===== src/rtl/output_drain_serializer.sv =====
// Captures a Dimension-lane result vector in one cycle and drains it one word per
// valid/ready beat, with optional per-word ReLU and a sticky flag for dropped captures.
//
// state  | meaning
// IDLE   | no burst in flight; any capture is accepted
// STREAM | draining lane_buf_q[cnt_q]; m_valid held high until the last handshake
module output_drain_serializer #(
  parameter int DW        = 16,
  parameter int Dimension = 16,
  parameter int IW        = $clog2(Dimension)
) (
  input  logic                        clk,
  input  logic                        rst,
  input  logic                        capture,
  input  logic                        relu_en,
  input  logic [DW*Dimension-1:0]     psum_in,
  output logic                        capture_ready,
  output logic signed [DW-1:0]        m_data,
  output logic                        m_valid,
  input  logic                        m_ready,
  output logic                        m_last,
  output logic [IW-1:0]               m_index,
  output logic                        busy,
  output logic                        drop_err,
  input  logic                        err_clr
);

  typedef enum logic {IDLE, STREAM} state_t;

  state_t                state_q, state_d;
  logic signed [DW-1:0]  lane_buf_q [Dimension];
  logic signed [DW-1:0]  lane_buf_d [Dimension];
  logic [IW-1:0]         cnt_q, cnt_d;
  logic                  relu_q, relu_d;
  logic                  drop_err_q, drop_err_d;

  logic                  xfer;
  logic                  at_last;
  logic                  accept;
  logic signed [DW-1:0]  word;

  assign m_valid       = (state_q == STREAM);
  assign busy          = (state_q == STREAM);
  assign at_last       = (cnt_q == IW'(Dimension - 1));
  assign m_last        = m_valid & at_last;
  assign xfer          = m_valid & m_ready;
  // A capture landing on the final handshake starts the next burst with no gap.
  assign capture_ready = (state_q == IDLE) | (xfer & at_last);
  assign accept        = capture & capture_ready;

  assign word     = lane_buf_q[cnt_q];
  assign m_data   = (relu_q && word[DW-1]) ? '0 : word;
  assign m_index  = cnt_q;
  assign drop_err = drop_err_q;

  always_comb begin
    state_d    = state_q;
    cnt_d      = cnt_q;
    relu_d     = relu_q;
    drop_err_d = drop_err_q;
    for (int i = 0; i < Dimension; i++) lane_buf_d[i] = lane_buf_q[i];

    if (accept) begin
      state_d = STREAM;
      cnt_d   = '0;
      relu_d  = relu_en;
      for (int i = 0; i < Dimension; i++) lane_buf_d[i] = psum_in[DW*i +: DW];
    end else if (xfer) begin
      if (at_last) begin
        state_d = IDLE;
        cnt_d   = '0;
      end else begin
        cnt_d = cnt_q + 1'b1;
      end
    end

    // A new drop outranks a simultaneous clear.
    if (capture && !capture_ready) drop_err_d = 1'b1;
    else if (err_clr)              drop_err_d = 1'b0;
  end

  always_ff @(posedge clk or negedge rst) begin
    if (!rst) begin
      state_q    <= IDLE;
      cnt_q      <= '0;
      relu_q     <= 1'b0;
      drop_err_q <= 1'b0;
      for (int i = 0; i < Dimension; i++) lane_buf_q[i] <= '0;
    end else begin
      state_q    <= state_d;
      cnt_q      <= cnt_d;
      relu_q     <= relu_d;
      drop_err_q <= drop_err_d;
      for (int i = 0; i < Dimension; i++) lane_buf_q[i] <= lane_buf_d[i];
    end
  end

endmodule

===== config.mk =====
export PLATFORM = sky130hd
export DESIGN_NAME = output_drain_serializer
export DESIGN_NICKNAME = d
export VERILOG_FILES = /design/src/rtl/output_drain_serializer.sv
export SDC_FILE = /design/constraint.sdc
export NUM_CORES = 1
export LEC_CHECK = 0
export ABC_AREA = 0
export CELL_PAD_IN_SITES_DETAIL_PLACEMENT = 2
export CELL_PAD_IN_SITES_GLOBAL_PLACEMENT = 2
export CORE_ASPECT_RATIO = 2
export CORE_UTILIZATION = 35
export DETAILED_ROUTE_END_ITERATION = 7
export GPL_TIMING_DRIVEN = 0
export PLACE_DENSITY_LB_ADDON = 0.1
export SLEW_MARGIN = 10
export SYNTH_ARGS = -nofsm -noshare
export SYNTH_HDL_FRONTEND = slang
export SYNTH_SLANG_ARGS = --single-unit

===== constraint.sdc =====
create_clock -name clk -period 5.3 [get_ports clk]
set_clock_uncertainty 0.05 [all_clocks]
set_input_delay 0.795 -clock clk [delete_from_list [all_inputs] [get_ports clk]]
set_output_delay 0.795 -clock clk [all_outputs]
set_load 0.02 [all_outputs]

* Yosys cells after proc, flatten, opt, wreduce, memory -nomap -nowiden
Cells that the tools add are included.
** Cells by class
- Add/sub/neg operators :: 1
- Magnitude comparators :: 1
- Equality and inequality tests :: 1
- Multiplexer cells :: 12
- Bitwise operators :: 7
- Reduce and logical (&&, ||, !) cells :: 7
** Operators with widths (count)
- 16-bit binary-select mux with 4-bit select :: 1
- 16-bit 2-to-1 mux :: 3
- 4-bit 2-to-1 mux :: 3
- 2-bit nonzero test :: 3
- 5-bit greater-or-equal comparator (second input constant) :: 1
- 1-bit 2-to-1 mux :: 5
- 4-bit inverter with 5-bit output :: 1
- 4-bit by 1-bit adder with 4-bit output (second input constant) :: 1
- 1-bit bitwise AND :: 4
- 4-bit == test (second input constant) :: 1
- 1-bit logical AND :: 2
- 2-bit AND reduction :: 1
- 1-bit logical NOT :: 1
- 1-bit inverter :: 1
- 1-bit bitwise OR :: 1
** Word-level totals
- Flip-flop bits (word level) :: 263
- Input bits :: 262
- Output and inout bits :: 25
- Word-level logic and storage cells :: 49

* Depth between registers and ports, before layout
Gate-level depths: netlist (run 1).
- Word-level depth :: 6
- Gate-level depth with buffers :: 8

* Least setup slack after synthesis (run 1)
OpenSTA, ideal clock, no wires.
- Path type :: register to output
- Start point :: reg cnt_q[0], in the netlist m_index[0]
- End point :: out m_data[10]
- Arrival :: 2.014 ns
- Slack :: 2.441 ns
- Stages on the path, launching flop included :: 8
- Path buffers :: 3
- Cell sequence :: dfrtp_1 -> buf_6 -> mux2i_1 -> a22oi_1 -> and4_1 -> clkbuf_1 -> buf_2 -> a211oi_1
** On the way
- Word-level cells in the longest chain between the ends :: 6
** Ends and longest elaborated chain
- from (decl) :: line 33 : logic [IW-1:0] cnt_q, cnt_d;
- from (signal assigned) :: line 91 : cnt_q <= cnt_d;
- 4-bit inverter with 5-bit output (implied by the code) (*) :: line 51 : assign word = lane_buf_q[cnt_q];
- 16-bit binary-select mux with 4-bit select (*) :: line 51
- 16-bit 2-to-1 mux (implied by the code) (*) (2 in series) :: line 51
- 1-bit logical AND :: line 52 : assign m_data = (relu_q && word[DW-1]) ? '0 : word;
- 16-bit 2-to-1 mux (*) :: line 52
- to (decl) :: line 18 : output logic signed [DW-1:0] m_data,
Every way passes the cells marked *; elsewhere a longest branch is shown, timed or not. The select of a mux whose other input is x is not followed.

* Final worst setup path (run 1)
- Start point :: reg cnt_q[1], in the netlist m_index[1]
- End point :: out m_data[11]
The elaborated chain is that of the path after synthesis.

==> flow_summary.json, run 1 <==
{
  "slew_headroom_pct": 64.6,
  "start_kind": "flop",
  "root_buffer": "clkbuf_16",
  "critical_path_class": "reg2out",
  "netlist_area_sq_um": 12900,
  "drc": 0,
  "end_kind": "output port",
  "min_path_type": "in2async",
  "start_util_pct": 35.5,
  "dpl.hpwl_um": 33000,
  "pre_cts_ws_ps": 1690,
  "fp-row-count": 99,
  "synthToLayoutAreaGrowth_pct": 34.1,
  "final_cell_area_sq_um": 17300,
  "grt_max_degree": 76,
  "fmax_mhz": 236,
  "cts.sink_count": 263,
  "synthesis.nets": 1004,
  "finalHoldViolCount": 0,
  "track_usage_pct": 23.6,
  "layout_commonest_cell": "clkdlybuf4s50_1",
  "finalCritPeriodShare_pct": 79.9,
  "drt-wirelength-per-cell_um": 28.2,
  "whs_ps": 104,
  "yosys_warnings": 0,
  "maxSlewViolCount": 0,
  "grt_pass1_vias": 9464,
  "cts.hold.buffers_added": 0,
  "tightest_slew_ps": 532,
  "fillerInstances": 3412,
  "num_io_pins": 287,
  "power_density_nw_per_um2": 578,
  "grt_overflow": 0,
  "ys_types": 32,
  "place_area_sq_um": 16400,
  "synth_area_per_cell_sq_um": 17.4,
  "synthCells": 741,
  "cts_buffers": 27,
  "cts_tree": "built",
  "routabilityCongestion": 0.807,
  "outcome": "completed",
  "grt_pass1_wl_um": 62700,
  "cts_max_level": 1,
  "numPortBuffers": 285,
  "yosysSeqAreaShare_pct": 51.0,
  "drive_gt1_share_pct": 38.5,
  "antenna_found_initial": 2,
  "ys_ff_latch": 263,
  "dieArea_sq_um": 37700,
  "routed_wl_um": 43300,
  "die_y_um": 274,
  "worst-path-max-fanout": 10,
  "fin_nets": 1321,
  "vias_per_cell": 5.12,
  "insertion_delay_ps": 560,
  "max_cap_violations": 0,
  "power.leakage_nw": 7.38,
  "core_area_sq_um": 36400,
  "vdd.ir_drop.worst_v": 0.000398,
  "worst_ep_arrival_time_ps": 3390,
  "dr.pass1.iters": 4,
  "setup_violations": 0,
  "cts.repair.resized": 0,
  "ant_nets": 0,
  "fin_ws_ps": 1060,
  "die_w_um": 138,
  "final_cell_mix": "clkdlybuf4s50_1, dfrtp_1, mux2_4",
  "period_needed_ps": 4240,
  "clockBufferDepth": 3,
  "vias": 7848,
  "rsz0062_at_grt": "false",
  "cts_setup_buffers": 0,
  "clkSlewWorstSetupHoldPaths_ps": 70,
  "cp.required_ps": 4450,
  "drt_iter0_drc": 254
}
[final timing paths]
kind                       cells after the start              end             from  slack, ps
setup / recovery                               6       m_data[11]       m_index[1]       1060
hold / removal                                 1   lane_buf_q[47]              rst        100
setup reg to reg                               8  lane_buf_q[252]       m_index[1]       2970
hold reg to reg                                1  lane_buf_q[227]  lane_buf_q[227]        430
max in group asynchronous                      3    lane_buf_q[8]              rst       3940
min in group clk                               1  lane_buf_q[227]  lane_buf_q[227]        430
[metrics by stage]
| stage | total power [mW] | cells | setup TNS [ps] | utilization [%] |
|---|---|---|---|---|
| after global placement | 8.00 | 1480 | -2237840 | 44.8 |
| after floorplan | 6.37 | 741 | 0 | - |
| final | 10.0 | 1534 | 0 | 47.5 |
| after detailed placement | 8.15 | 1483 | 0 | 45.1 |
| after global routing | 10.5 | 1534 | 0 | 47.5 |
| after CTS | 10.2 | 1532 | 0 | 47.5 |
[power by group]
part | internal, mW | total, mW | switching, mW
combinational | 2.62 | 4.49 | 1.87
sequential | 2.98 | 3.58 | 0.594
clock | 1.08 | 1.93 | 0.849
total | 6.69 | 10.0 | 3.31
[per-layer routing]
metal,routed length (um),global-route usage (%)
met1,14600,24.0
met2,25200,46.2
met3,1900,3.56
met4,1560,9.58
met5,0,0
[worst max-delay path: stages, from the launching register on]
cell	delay [ps]
dfrtp_1	500
buf_2	360
buf_2	350
mux4_2	420
a22oi_1	460
a211oi_1	150
clkdlybuf4s50_1	570
[flip-flops by register name, summed over array words and instances (netlist names)]
register and cells:
busy 1, drop_err 1, lane_buf_q 256, m_index 4, relu_q 1
[area by class of cell]
type                       instances  area, sq um  area share [%]
sequential                       263         6580            38.0
multi-input combinational        417         5810            33.6
timing repair buffer             288         2940            17.0
clock buffer                      37          783            4.52
tap                              454          568            3.28
buffer                            58          508            2.93
clock inverter                    12          103           0.593
inverter                           3         11.3          0.0651
antenna                            2         5.00          0.0289
[synth_stat cells, drive strengths merged]
master | count | area [sq um]
and3 | 2 | 12.5
inv | 3 | 11.3
mux4 | 60 | 1350
nor2 | 4 | 15.0
nand2 | 6 | 25.0
clkbuf | 5 | 18.8
o21ai | 6 | 30.0
buf | 53 | 489
ha | 1 | 12.5
a21boi | 1 | 7.51
nor3b | 1 | 7.51
and2 | 3 | 18.8
a21oi | 3 | 15.0
mux2 | 258 | 3770
o22ai | 1 | 6.26
nand2b | 1 | 6.26
a22oi | 32 | 240
a31oi | 1 | 6.26
nand3 | 6 | 30.0
mux2i | 9 | 90.1
and4 | 2 | 17.5
dfrtp | 263 | 6580
a211oi | 15 | 113
nor2b | 4 | 25.0
nand4 | 1 | 12.5
[cell families after synthesis]
logic type,count (synthesis),synth area share (%)
buffers and inverters,61,4.02
adder cells (fa/ha/maj),1,0.0969
flip-flops,263,51.0
multiplexers,327,40.4
AND/OR/NAND/NOR,30,1.32
AO/OA/AOI/OAI,59,3.24
(Power assumes the default switching activity.)
==> run 2, diff against run 1 <==
CORE_UTILIZATION = 33   (was 35)
clock period = 3.7 ns   (was 5.3 ns; I/O delays follow)
==> flow_summary.json, run 2 (synthesized netlist as in run 1, its figures left out) <==
{
  "crit_buf_inv": 4,
  "critical_path_class": "reg2out",
  "pre_cts_ws_ps": 281,
  "core_area_sq_um": 38700,
  "layout_commonest_cell": "clkdlybuf4s50_1",
  "dieArea_sq_um": 40000,
  "final_cell_mix": "clkdlybuf4s50_1, dfrtp_1, mux2_4",
  "power_mw": 14.4,
  "drive_gt1_share_pct": 39.6,
  "tightest_slew_ps": 623,
  "cp_slowest_cell": "mux4_2",
  "grt_pass1_wl_um": 63500,
  "cts_max_level": 1,
  "track_usage_pct": 22.3,
  "drt-wirelength-per-cell_um": 27.2,
  "finalSetupTns_ps": 0,
  "root_buffer": "clkbuf_16",
  "rsz0062_at_grt": "false",
  "vdd.ir_drop.worst_v": 0.000364,
  "cts.sink_count": 263,
  "insertion_delay_ps": 540,
  "routed_wl_um": 43500,
  "power_density_nw_per_um2": 826,
  "dr.pass1.iters": 4,
  "r2r_setup_slack_ps": 1390,
  "fp-row-count": 102,
  "dpl.hpwl_um": 33100,
  "slew_headroom_pct": 58.5,
  "top_register": "lane_buf_q",
  "num_io_pins": 287,
  "final_cell_area_sq_um": 17500,
  "synthToLayoutAreaGrowth_pct": 35.2,
  "max_cap_violations": 0,
  "place_area_sq_um": 16500,
  "fmax_mhz": 279,
  "start_util_pct": 33.4,
  "outcome": "completed",
  "worst-path-max-fanout": 10,
  "vias_per_cell": 4.87,
  "grt_overflow": 0,
  "grt_pass1_vias": 9396,
  "finalHoldViolCount": 0,
  "finalCritPeriodShare_pct": 97.0,
  "min_path_type": "in2reg",
  "clkSlewWorstSetupHoldPaths_ps": 70,
  "period_needed_ps": 3590,
  "crit_path_frequent_cell": "buf_6",
  "drt_iter0_drc": 183,
  "numPortBuffers": 285,
  "drc": 0,
  "crit_chain": "buf_6 > buf_12 > buf_6 > mux4_2 > a22oi_2 > a211oi_1 > dlygate4sd2_1",
  "crit_path_max_incr_delay_ps": 600,
  "power.leakage_nw": 7.45,
  "cts_buffers": 27,
  "setup_violations": 0,
  "fin_util_pct": 45.2,
  "antenna_found_initial": 3,
  "maxSlewViolCount": 0,
  "die_y_um": 282,
  "routabilityCongestion": 0.794,
  "ant_nets": 0,
  "clockBufferDepth": 3,
  "start_kind": "flop",
  "largest_reg_flops": 256,
  "worst_ep_arrival_time_ps": 2980,
  "die_w_um": 142,
  "grt_max_degree": 104,
  "cts_setup_buffers": 0,
  "cp.required_ps": 3090,
  "vias": 7790,
  "end_kind": "output port",
  "fin_ws_ps": 113,
  "critPathTopFamily": "buffers and inverters",
  "cts_tree": "built",
  "fin_nets": 1321
}
run 2: layout make-up:
class / count / area, sq um
Timing Repair Buffer: 288 / 2910
Buffer: 58 / 522
Clock buffer: 39 / 791
Multi-Input combinational cell: 417 / 5880
Tap cell: 520 / 651
Sequential cell: 263 / 6580
Clock inverter: 9 / 120
Antenna cell: 1 / 2.50
Inverter: 3 / 11.3
Fill cell: 3668 / 21200
run 2: per-stage QoR:
step	hold slack [ps]	cells
3_3_place_gp	418	1546
2_1_floorplan	209	741
4_1_cts	307	1597
3_5_place_dp	430	1548
6_report	323	1598
5_1_grt	335	1598
run 2: repair_timing:
| item | in CTS | in global routing |
|---|---|---|
| resized for setup | 30 | 6 |
| pin swaps | 1 | 0 |
| hold endpoints to repair | 67 | 0 |
| hold buffers | 1 | 0 |
| endpoints found under the setup margin | 15 | 4 |
run 2: routing by layer:
metal / global-route usage, % / part of all wire (%) / vias to the layer above
met5: 0 / 0.055 / -
met4: 6.75 / 2.8 / 4
met1: 22.7 / 34 / 4098
met2: 44.8 / 58 / 231
met3: 4.16 / 5.2 / 48
li1: - / - / 3409
run 2: tightest hold or removal path, delay by kind of cell:
kind | cells | cell delay, ps
buffers and inverters | 1 | 160
multiplexers | 1 | 60
AND/OR/NAND/NOR | 1 | 90
run 2: report_power, final:
part | internal (mW) | leakage [nW] | total [mW] | switching [mW]
logic | 3.66 | 3.78 | 6.42 | 2.75
clock network | 1.68 | 0.455 | 2.88 | 1.20
registers | 4.28 | 3.21 | 5.13 | 0.851
total | 9.62 | 7.45 | 14.4 | 4.80
run 2: worst paths after layout:
check	cells after the start	start	endpoint
worst max-delay path	7	m_index[0]	m_data[6]
worst min-delay path	3	m_ready	m_index[3]
worst max register to register	8	m_index[1]	lane_buf_q[96]
worst min register to register	1	lane_buf_q[230]	lane_buf_q[230]
max in group asynchronous	3	rst	lane_buf_q[53]
min in group asynchronous	2	rst	lane_buf_q[47]
==> run 3, diff against run 2 <==
CTS_CLUSTER_SIZE = 10   (was not set)
==> flow_summary.json, run 3 (synthesized netlist as in run 1, its figures left out) <==
{
  "drt_iter0_drc": 216,
  "antenna_found_initial": 6,
  "dr.pass1.iters": 4,
  "power_density_nw_per_um2": 815,
  "drc": 0,
  "max_cap_violations": 0,
  "end_kind": "output port",
  "numPortBuffers": 285,
  "finalSetupTns_ps": 0,
  "layout_commonest_cell": "clkdlybuf4s50_1",
  "tightest_slew_ps": 608,
  "track_usage_pct": 22.4,
  "dieArea_sq_um": 40000,
  "fin_nets": 1324,
  "slew_headroom_pct": 59.5,
  "routed_wl_um": 43400,
  "grt_pass1_vias": 9457,
  "die_w_um": 142,
  "outcome": "completed",
  "ant_nets": 0,
  "final_cell_area_sq_um": 17400,
  "synthToLayoutAreaGrowth_pct": 34.4,
  "cts_buffers": 30,
  "routabilityCongestion": 0.794,
  "maxSlewViolCount": 0,
  "vdd.ir_drop.worst_v": 0.000402,
  "vias_per_cell": 4.94,
  "vias": 7837,
  "period_needed_ps": 3570,
  "root_buffer": "clkbuf_16",
  "clockBufferDepth": 3,
  "num_io_pins": 287,
  "core_area_sq_um": 38700,
  "start_kind": "flop",
  "top_register": "lane_buf_q",
  "clkSlewWorstSetupHoldPaths_ps": 60,
  "start_util_pct": 33.4,
  "grt_pass1_wl_um": 63500,
  "die_y_um": 282,
  "critical_path_class": "reg2out",
  "insertion_delay_ps": 550,
  "min_path_type": "in2reg",
  "fmax_mhz": 280,
  "cts.sink_count": 263,
  "largest_reg_flops": 256,
  "finalCritPeriodShare_pct": 96.6,
  "place_area_sq_um": 16500,
  "fillerInstances": 3670,
  "cts_setup_buffers": 0,
  "worst-path-max-fanout": 10,
  "drive_gt1_share_pct": 39.0,
  "cts_max_level": 1,
  "grt_overflow": 0,
  "finalHoldViolCount": 0,
  "power.leakage_nw": 7.38,
  "whs_ps": 307,
  "drt-wirelength-per-cell_um": 27.3,
  "pre_cts_ws_ps": 281,
  "fin_cells": 1588,
  "fin_ws_ps": 127,
  "cts_tree": "built",
  "cp.required_ps": 3090,
  "grt_max_degree": 104,
  "setup_violations": 0,
  "fp-row-count": 102,
  "final_cell_mix": "clkdlybuf4s50_1, dfrtp_1, mux2_4",
  "dpl.hpwl_um": 33100,
  "dpl.cell_count": 1548,
  "worst_ep_arrival_time_ps": 2970
}
run 3: through the flow:
step / total power [mW] / util, %
floorplan: 9.13 / -
global route: 14.9 / 44.9
finish: 14.1 / 44.9
global placement: 11.5 / 42.4
detailed placement: 11.7 / 42.6
CTS: 14.4 / 44.8
run 3: repair_timing:
| action | CTS | global route |
|---|---|---|
| pin swaps | 1 | 2 |
| resized for setup | 29 | 8 |
| endpoints found under the setup margin | 15 | 7 |
| hold buffers | 1 | 0 |
| hold endpoints to repair | 67 | 0 |
run 3: critical path, cell delays in order (launching register included):
cell and delay, ps:
dfrtp_1 430, buf_8 200, buf_12 170, buf_8 190, mux4_2 590, a22oi_2 320
a211oi_1 140, dlygate4sd2_1 350
run 3: cell type report:
| type | count | area [sq um] | area share, % |
|---|---|---|---|
| Antenna cell | 5 | 12.5 | 0.0721 |
| Buffer | 58 | 527 | 3.04 |
| Clock buffer | 33 | 783 | 4.51 |
| Clock inverter | 1 | 7.51 | 0.0433 |
| Inverter | 3 | 11.3 | 0.0649 |
| Multi-Input combinational cell | 417 | 5880 | 33.9 |
| Sequential cell | 263 | 6580 | 37.9 |
| Tap cell | 520 | 651 | 3.75 |
| Timing Repair Buffer | 288 | 2910 | 16.7 |
run 3: where the power goes:
part | switching [mW] | leakage (nW) | internal [mW]
clock | 1.16 | 0.385 | 1.47
sequential | 0.847 | 3.21 | 4.28
combinational | 2.73 | 3.78 | 3.67
total | 4.74 | 7.38 | 9.41
run 3: metal layers:
layer / global-route usage [%] / part of all wire, % / up-vias
met5: 0 / 0.025 / -
met4: 8.22 / 2.9 / 2
met3: 4.42 / 5.3 / 50
met2: 44.2 / 58 / 235
met1: 22.6 / 34 / 4141
li1: - / - / 3409
run 3: worst paths after layout:
check,start,endpoint,slack [ps],cells past startpoint
worst max-delay path,m_index[0],m_data[11],130,7
max in group asynchronous,rst,lane_buf_q[4],2100,3
min in group asynchronous,rst,lane_buf_q[47],520,2
worst min register to register,lane_buf_q[230],lane_buf_q[230],430,1
worst min-delay path,m_ready,m_index[3],310,3
worst max register to register,m_index[1],lane_buf_q[192],1390,8
